$ cat config.mk
export PLATFORM = sky130hd
export DESIGN_NAME = pkt_lane_sched
export DESIGN_NICKNAME = d
export VERILOG_FILES = /design/src/rtl/pkt_lane_sched.sv
export SDC_FILE = /design/constraint.sdc
export NUM_CORES = 2
export LEC_CHECK = 0
export CAP_MARGIN = 20
export CORE_AREA = 2 2 366 368
export CTS_CLUSTER_DIAMETER = 50
export DETAILED_ROUTE_END_ITERATION = 10
export DIE_AREA = 0 0 368 370
export GPL_ROUTABILITY_DRIVEN = 1
export GPL_TIMING_DRIVEN = 1
export PLACE_DENSITY_LB_ADDON = 0.15
export SETUP_SLACK_MARGIN = 0.3
export SLEW_MARGIN = 30
export SYNTH_ARGS = -nofsm -noshare
export SYNTH_HDL_FRONTEND = slang
export SYNTH_SLANG_ARGS = --single-unit
export TNS_END_PERCENT = 100
$ cat constraint.sdc
create_clock -name clk -period 8.25 [get_ports clk]
set_input_delay 1.65 -clock clk [delete_from_list [all_inputs] [get_ports clk]]
set_output_delay 1.65 -clock clk [all_outputs]
set_load 0.005 [all_outputs]
$ cat src/rtl/pkt_lane_sched.sv
// -----------------------------------------------------------------------------
// pkt_lane_sched
//
// Packet scheduler for the multi-lane packet generator datapath. A start pulse
// accepted while idle snapshots every lane word, the lane-enable mask and the
// enabled-lane count. The block then emits one framed valid/ready packet:
// a header word, followed by the snapshot word of each enabled lane in
// ascending lane order with no bubbles. After the final word is accepted it
// idles for GAP_CYC cycles before accepting the next start.
//
// Header word (MSBs zero-filled above bit 35):
//   {4'hA, seq[15:0], enabled_count[7:0], 8'h00}
//
// Build option:
//   PKT_LANE_SCHED_CHKSUM_EN - when defined, a trailer word is appended that
//   holds the XOR of the header and all data words; eop moves to the trailer.
//
// Ports:
//   clk        block clock
//   rst_n      asynchronous active-low reset
//   start      single-cycle request to capture and send one packet
//   lane_en    per-lane include mask (sampled on accepted start)
//   lane_data  flattened lane words, lane i at [i*DW +: DW]
//   pkt_vld    output word valid
//   pkt_rdy    downstream ready
//   pkt_data   output word
//   pkt_sop    first word of packet (header)
//   pkt_eop    last word of packet
//   busy       high from accepted start until the gap ends
//   start_ovf  one-cycle registered pulse for a start that arrived while busy
//   pkt_cnt    completed packet count, wraps
// -----------------------------------------------------------------------------
module pkt_lane_sched #(
    parameter int unsigned NUM_LANE = 24,
    parameter int unsigned DW       = 36,
    parameter int unsigned GAP_CYC  = 2
) (
    input  logic                   clk,
    input  logic                   rst_n,
    input  logic                   start,
    input  logic [NUM_LANE-1:0]    lane_en,
    input  logic [NUM_LANE*DW-1:0] lane_data,
    output logic                   pkt_vld,
    input  logic                   pkt_rdy,
    output logic [DW-1:0]          pkt_data,
    output logic                   pkt_sop,
    output logic                   pkt_eop,
    output logic                   busy,
    output logic                   start_ovf,
    output logic [15:0]            pkt_cnt
);

    typedef enum logic [2:0] {
        S_IDLE,
        S_HDR,
        S_DATA,
`ifdef PKT_LANE_SCHED_CHKSUM_EN
        S_TRL,
`endif
        S_GAP
    } state_t;

    // Where the FSM goes after the final word of a packet is accepted.
    localparam state_t     AFTER_PKT = (GAP_CYC == 0) ? S_IDLE : S_GAP;
    localparam logic [3:0] GAP_LOAD  = (GAP_CYC == 0) ? 4'd0 : 4'(GAP_CYC - 1);

    state_t                 r_state;
    state_t                 w_state_nxt;
    logic [NUM_LANE*DW-1:0] r_snap;
    logic [NUM_LANE-1:0]    r_mask;       // lanes still to be sent
    logic [7:0]             r_cnt;        // enabled-lane count of this packet
    logic [15:0]            r_pkt_cnt;    // completed packets; doubles as header seq
    logic [3:0]             r_gap;
    logic                   r_start_ovf;
`ifdef PKT_LANE_SCHED_CHKSUM_EN
    logic [DW-1:0]          r_xor;
`endif

    logic [7:0]             w_popcnt;
    logic [DW-1:0]          w_lane_word;
    logic                   w_mask_last;
    logic                   w_xfer;
    logic                   w_last;
    logic [35:0]            w_hdr;

    always_comb begin
        w_popcnt = '0;
        for (int unsigned i = 0; i < NUM_LANE; i++) begin
            w_popcnt = w_popcnt + 8'(lane_en[i]);
        end
    end

    // Priority encoder: scanning downward leaves the lowest remaining lane's
    // word selected, so each handshake steps straight to the next enabled lane.
    always_comb begin
        w_lane_word = '0;
        for (int unsigned i = NUM_LANE; i > 0; i--) begin
            if (r_mask[i-1]) begin
                w_lane_word = r_snap[(i-1)*DW +: DW];
            end
        end
    end

    // Exactly one lane left: the current data word is the last one.
    assign w_mask_last = ((r_mask & (r_mask - NUM_LANE'(1))) == '0);
    assign w_hdr       = {4'hA, r_pkt_cnt, r_cnt, 8'h00};
    assign w_xfer      = pkt_vld & pkt_rdy;

    always_ff @(posedge clk or negedge rst_n) begin
        if (!rst_n) begin
            r_state <= S_IDLE;
        end else begin
            r_state <= w_state_nxt;
        end
    end

    // Outputs depend only on registered state; pkt_rdy only steers next state.
    always_comb begin
        w_state_nxt = r_state;
        pkt_vld     = 1'b0;
        pkt_sop     = 1'b0;
        pkt_data    = '0;
        w_last      = 1'b0;
        case (r_state)
            S_IDLE: begin
                if (start) begin
                    w_state_nxt = S_HDR;
                end
            end
            S_HDR: begin
                pkt_vld  = 1'b1;
                pkt_sop  = 1'b1;
                pkt_data = DW'(w_hdr);
`ifndef PKT_LANE_SCHED_CHKSUM_EN
                w_last   = (r_cnt == 8'd0);
`endif
                if (pkt_rdy) begin
                    if (r_cnt != 8'd0) begin
                        w_state_nxt = S_DATA;
                    end else begin
`ifdef PKT_LANE_SCHED_CHKSUM_EN
                        w_state_nxt = S_TRL;
`else
                        w_state_nxt = AFTER_PKT;
`endif
                    end
                end
            end
            S_DATA: begin
                pkt_vld  = 1'b1;
                pkt_data = w_lane_word;
`ifndef PKT_LANE_SCHED_CHKSUM_EN
                w_last   = w_mask_last;
`endif
                if (pkt_rdy && w_mask_last) begin
`ifdef PKT_LANE_SCHED_CHKSUM_EN
                    w_state_nxt = S_TRL;
`else
                    w_state_nxt = AFTER_PKT;
`endif
                end
            end
`ifdef PKT_LANE_SCHED_CHKSUM_EN
            S_TRL: begin
                pkt_vld  = 1'b1;
                pkt_data = r_xor;
                w_last   = 1'b1;
                if (pkt_rdy) begin
                    w_state_nxt = AFTER_PKT;
                end
            end
`endif
            S_GAP: begin
                if (r_gap == 4'd0) begin
                    w_state_nxt = S_IDLE;
                end
            end
            default: begin
                w_state_nxt = S_IDLE;
            end
        endcase
    end

    assign pkt_eop   = w_last;
    assign busy      = (r_state != S_IDLE);
    assign start_ovf = r_start_ovf;
    assign pkt_cnt   = r_pkt_cnt;

    always_ff @(posedge clk or negedge rst_n) begin
        if (!rst_n) begin
            r_snap      <= '0;
            r_mask      <= '0;
            r_cnt       <= '0;
            r_pkt_cnt   <= '0;
            r_gap       <= '0;
            r_start_ovf <= 1'b0;
`ifdef PKT_LANE_SCHED_CHKSUM_EN
            r_xor       <= '0;
`endif
        end else begin
            r_start_ovf <= start && (r_state != S_IDLE);

            if ((r_state == S_IDLE) && start) begin
                r_snap <= lane_data;
                r_mask <= lane_en;
                r_cnt  <= w_popcnt;
`ifdef PKT_LANE_SCHED_CHKSUM_EN
                r_xor  <= '0;
`endif
            end

            if ((r_state == S_DATA) && w_xfer) begin
                r_mask <= r_mask & (r_mask - NUM_LANE'(1));
            end

`ifdef PKT_LANE_SCHED_CHKSUM_EN
            if (w_xfer) begin
                r_xor <= r_xor ^ pkt_data;
            end
`endif

            // Gap counter is loaded with GAP_CYC-1 so GAP lasts GAP_CYC cycles.
            if (w_xfer && w_last) begin
                r_pkt_cnt <= r_pkt_cnt + 16'd1;
                r_gap     <= GAP_LOAD;
            end else if ((r_state == S_GAP) && (r_gap != 4'd0)) begin
                r_gap <= r_gap - 4'd1;
            end
        end
    end

endmodule
==> flow_summary.ini <==
[status]
status = finished, final reports clean

[setup_path]
crit_fanout = 31
critPathRequiredTime_ps = 6600
end_kind = primary output
critPathKind = flop to primary output
arrival_ps = 5380
start_kind = flop

[layout]
drive_gt1_share_pct = 5.75
nNetsFinal = 6921
postLayoutCellArea_sq_um = 58200
fin_util_pct = 43.9
areaGrowthSynthToFinish_pct = 37.1

[routing]
drc = 0
drt-total-wl_um = 231000
ant_nets = 0
firstDrtPassIters = 6
avgViaCountPerCell = 5.28
drt_iter0_drc = 4233
via_count = 41700
post_drt_wl_per_cell_um = 29.2

[cts]
clockBufferDepth = 3
cts.sinks = 916
cts-htree-levels = 4
postCtsHoldBufs = 0
root_buffer = clkbuf_16
cts_buffers = 135
post_cts_resized = 0
clk_pin_slew_ps = 50
clk-insertion-delay-late_ps = 780
cts_tree = done
cts_setup_buffers = 0

[global_routing]
grt_pass1_vias = 41600
gr-usage-all-layers_pct = 33.1
grt_max_degree = 198
grt-ovfl-total = 0
grt_first_pass_wirelength_um = 318000
antenna_found_initial = 64

[power_and_ir_drop]
power_frac_comb_pct = 39.6
seqPwrFrac_pct = 36.0
powerDensity_nw_per_um2 = 415
p_total_w = 0.0242
power.internal_w = 0.0133
switching_share_pct = 45.1
ir_worst_vdd_mv = 0.233
cellLeakagePower_nw = 27.7
power.switching_w = 0.0109
clkPwrFrac_pct = 24.5

[worst_hold_path]
hp-class = flop to flop

[timing]
setup_viol = 0
whs_ps = 472
rsz0062_at_grt = no
setup_tns_ps = 0
finClkSkew_ps = 19.9
report.final.slew_viol_count = 0
period_share_pct = 85.2
relSlewSlack_pct = 30.4
worst_slew_pin_slew_ps = 1040
finalHoldViolCount = 0
fin_crit_ps = 7030
fmax_mhz = 142

[die]
die_x_um = 368
coreArea_sq_um = 132000
rows = 134
die_height_um = 370
ios = 949
dieArea_sq_um = 136000
start_util_pct = 32.0

[run]
drv_cap = 0

[place]
dp_hpwl_um = 180000
gp_congestion = 0.964
placed_area_sq_um = 53400
port_buffers = 948

[synth]
syn-instance-count = 5202
synth_top_area_share_pct = 54.0
yosysUniqueCellTypes = 61
synth_seq_area_share_pct = 54.0
yosysTopAreaCell = dfrtp_1
ys_ff_latch = 916
synth_edf_count = 0
synth_area_sq_um = 42400
avgSynthCellArea_sq_um = 8.16
async_flop_share_pct = 100
syn-num-nets = 6124
synth_top_cells_by_area = dfrtp_1 54%, nand2_1 24%, clkbuf_1 3.0%, o22ai_1 2.4%, a221oi_1 2.2%
ys.flop_type = dfrtp_1
yosysWarningCount = 0
## kinds of logic (layout without fill, tap and decap cells)
logic type / Yosys count / after routing / share of synthesized area [%]
DFF: 916 / 916 / 54.0
xor gates and xnor gates: 19 / 19 / 0.392
and+or+nand+nor: 2914 / 2914 / 26.6
other: 0 / 35 / 0
buffers and inverters: 453 / 1356 / 4.05
AOI/OAI and AO/OA: 866 / 866 / 13.7
adders and majority gates: 31 / 31 / 1.21
muxes: 3 / 3 / 0.0796
## state kept, by name, indices dropped and copies added, names as in the netlist
| name | count |
|---|---|
| pkt_cnt | 16 |
| r_cnt | 5 |
| r_gap | 4 |
| r_mask | 24 |
| r_snap | 864 |
| r_state | 2 |
| start_ovf | 1 |
## placed cells by master (no fill, tap or decap), drive strengths merged, types with 11 or more instances in the layout
master         count
nor2              86
o21ai            154
a211oi            38
o31ai             44
a22o              29
buf               70
a31oi             11
xor2              14
ha                13
nand2           2687
a31o              20
o311ai            28
dfrtp            916
nand3             38
a21oi            181
clkbuf           177
diode             35
clkinv            32
or3               14
inv              110
a221oi           106
nor2b             25
o221ai            47
o22ai            162
clkdlybuf4s50    947
or4               14
fa                17
## stage by stage
stage	cells	setup WS, ps
after floorplan	5202	3060
after global placement	7621	1880
after detailed placement	7625	1920
after CTS	7868	1090
after global routing	7899	1260
final	7908	1220
## metal layers
layer / wire length (um) / part of all wire, % / track usage, % / vias to the layer above
met5: 347 / 0.15 / 0 / -
met4: 14000 / 6.0 / 19.1 / 50
met3: 17700 / 7.7 / 7.94 / 464
met2: 111000 / 48 / 55.3 / 1824
met1: 87800 / 38 / 39.0 / 20600
li1: - / - / - / 18800
## path summary, 6_finish.rpt
path | start | end | slack (ps) | cells past startpoint
worst min register to register | r_snap[16]$_DFFE_PN0P_ | r_snap[16]$_DFFE_PN0P_ | 470 | 2
min in group asynchronous | rst_n | r_snap[184]$_DFFE_PN0P_ | 860 | 1
worst max-delay path | r_mask[20]$_DFFE_PN0P_ | pkt_data[16] | 1220 | 8
max in group asynchronous | rst_n | r_snap[385]$_DFFE_PN0P_ | 5720 | 4
worst max register to register | r_mask[7]$_DFFE_PN0P_ | pkt_cnt[1]$_DFFE_PN0P_ | 3950 | 7
worst min-delay path | r_snap[16]$_DFFE_PN0P_ | r_snap[16]$_DFFE_PN0P_ | 470 | 2
## worst max-delay path: stages (launching register included)
cell,delay [ps]
dfrtp_2,630
inv_1,780
o22ai_1,200
o31ai_1,420
a221oi_1,170
o311ai_0,850
nand3_1,380
a21oi_1,550
clkdlybuf4s50_1,610
## synthesized netlist by cell type, drive strengths merged (3+ instances only)
library cell / number
inv: 91
nor2: 86
or2: 7
mux2: 3
nand4: 4
buf: 14
clkinv: 5
o311ai: 28
o21ai: 154
nor3: 10
a221oi: 106
a21o: 6
a2111oi: 10
or3: 14
a22o: 29
o221ai: 47
clkbuf: 343
fa: 17
nand3: 38
a21boi: 3
o22ai: 162
and3: 6
xnor2: 5
ha: 13
a31o: 20
a211oi: 38
o211ai: 9
nor2b: 25
nand2: 2687
a21oi: 181
dfrtp: 916
xor2: 14
and2: 3
nor4: 9
nand2b: 8
o21a: 9
a31oi: 11
or4: 14
o31ai: 44
## power by group through the flow
stage	Sequential (W)	Combinational, W	Clock (W)
global placement	0.00871	0.00932	0
global route	0.00879	0.0103	0.00618
floorplan	0.00742	0.00554	0
finish	0.00868	0.00956	0.00591
CTS	0.00864	0.00948	0.00598
detailed placement	0.00870	0.00942	0
## layout make-up
type | count | area [sq um]
antenna | 35 | 87.6
clock buffer | 177 | 3800
clock inverter | 66 | 747
fill | 13400 | 74300
inverter | 96 | 360
multi-input combinational | 3833 | 17800
sequential | 916 | 22900
tap | 1768 | 2210
timing repair buffer | 1017 | 10200
No activity file was read; power rests on OpenSTA's default activity.
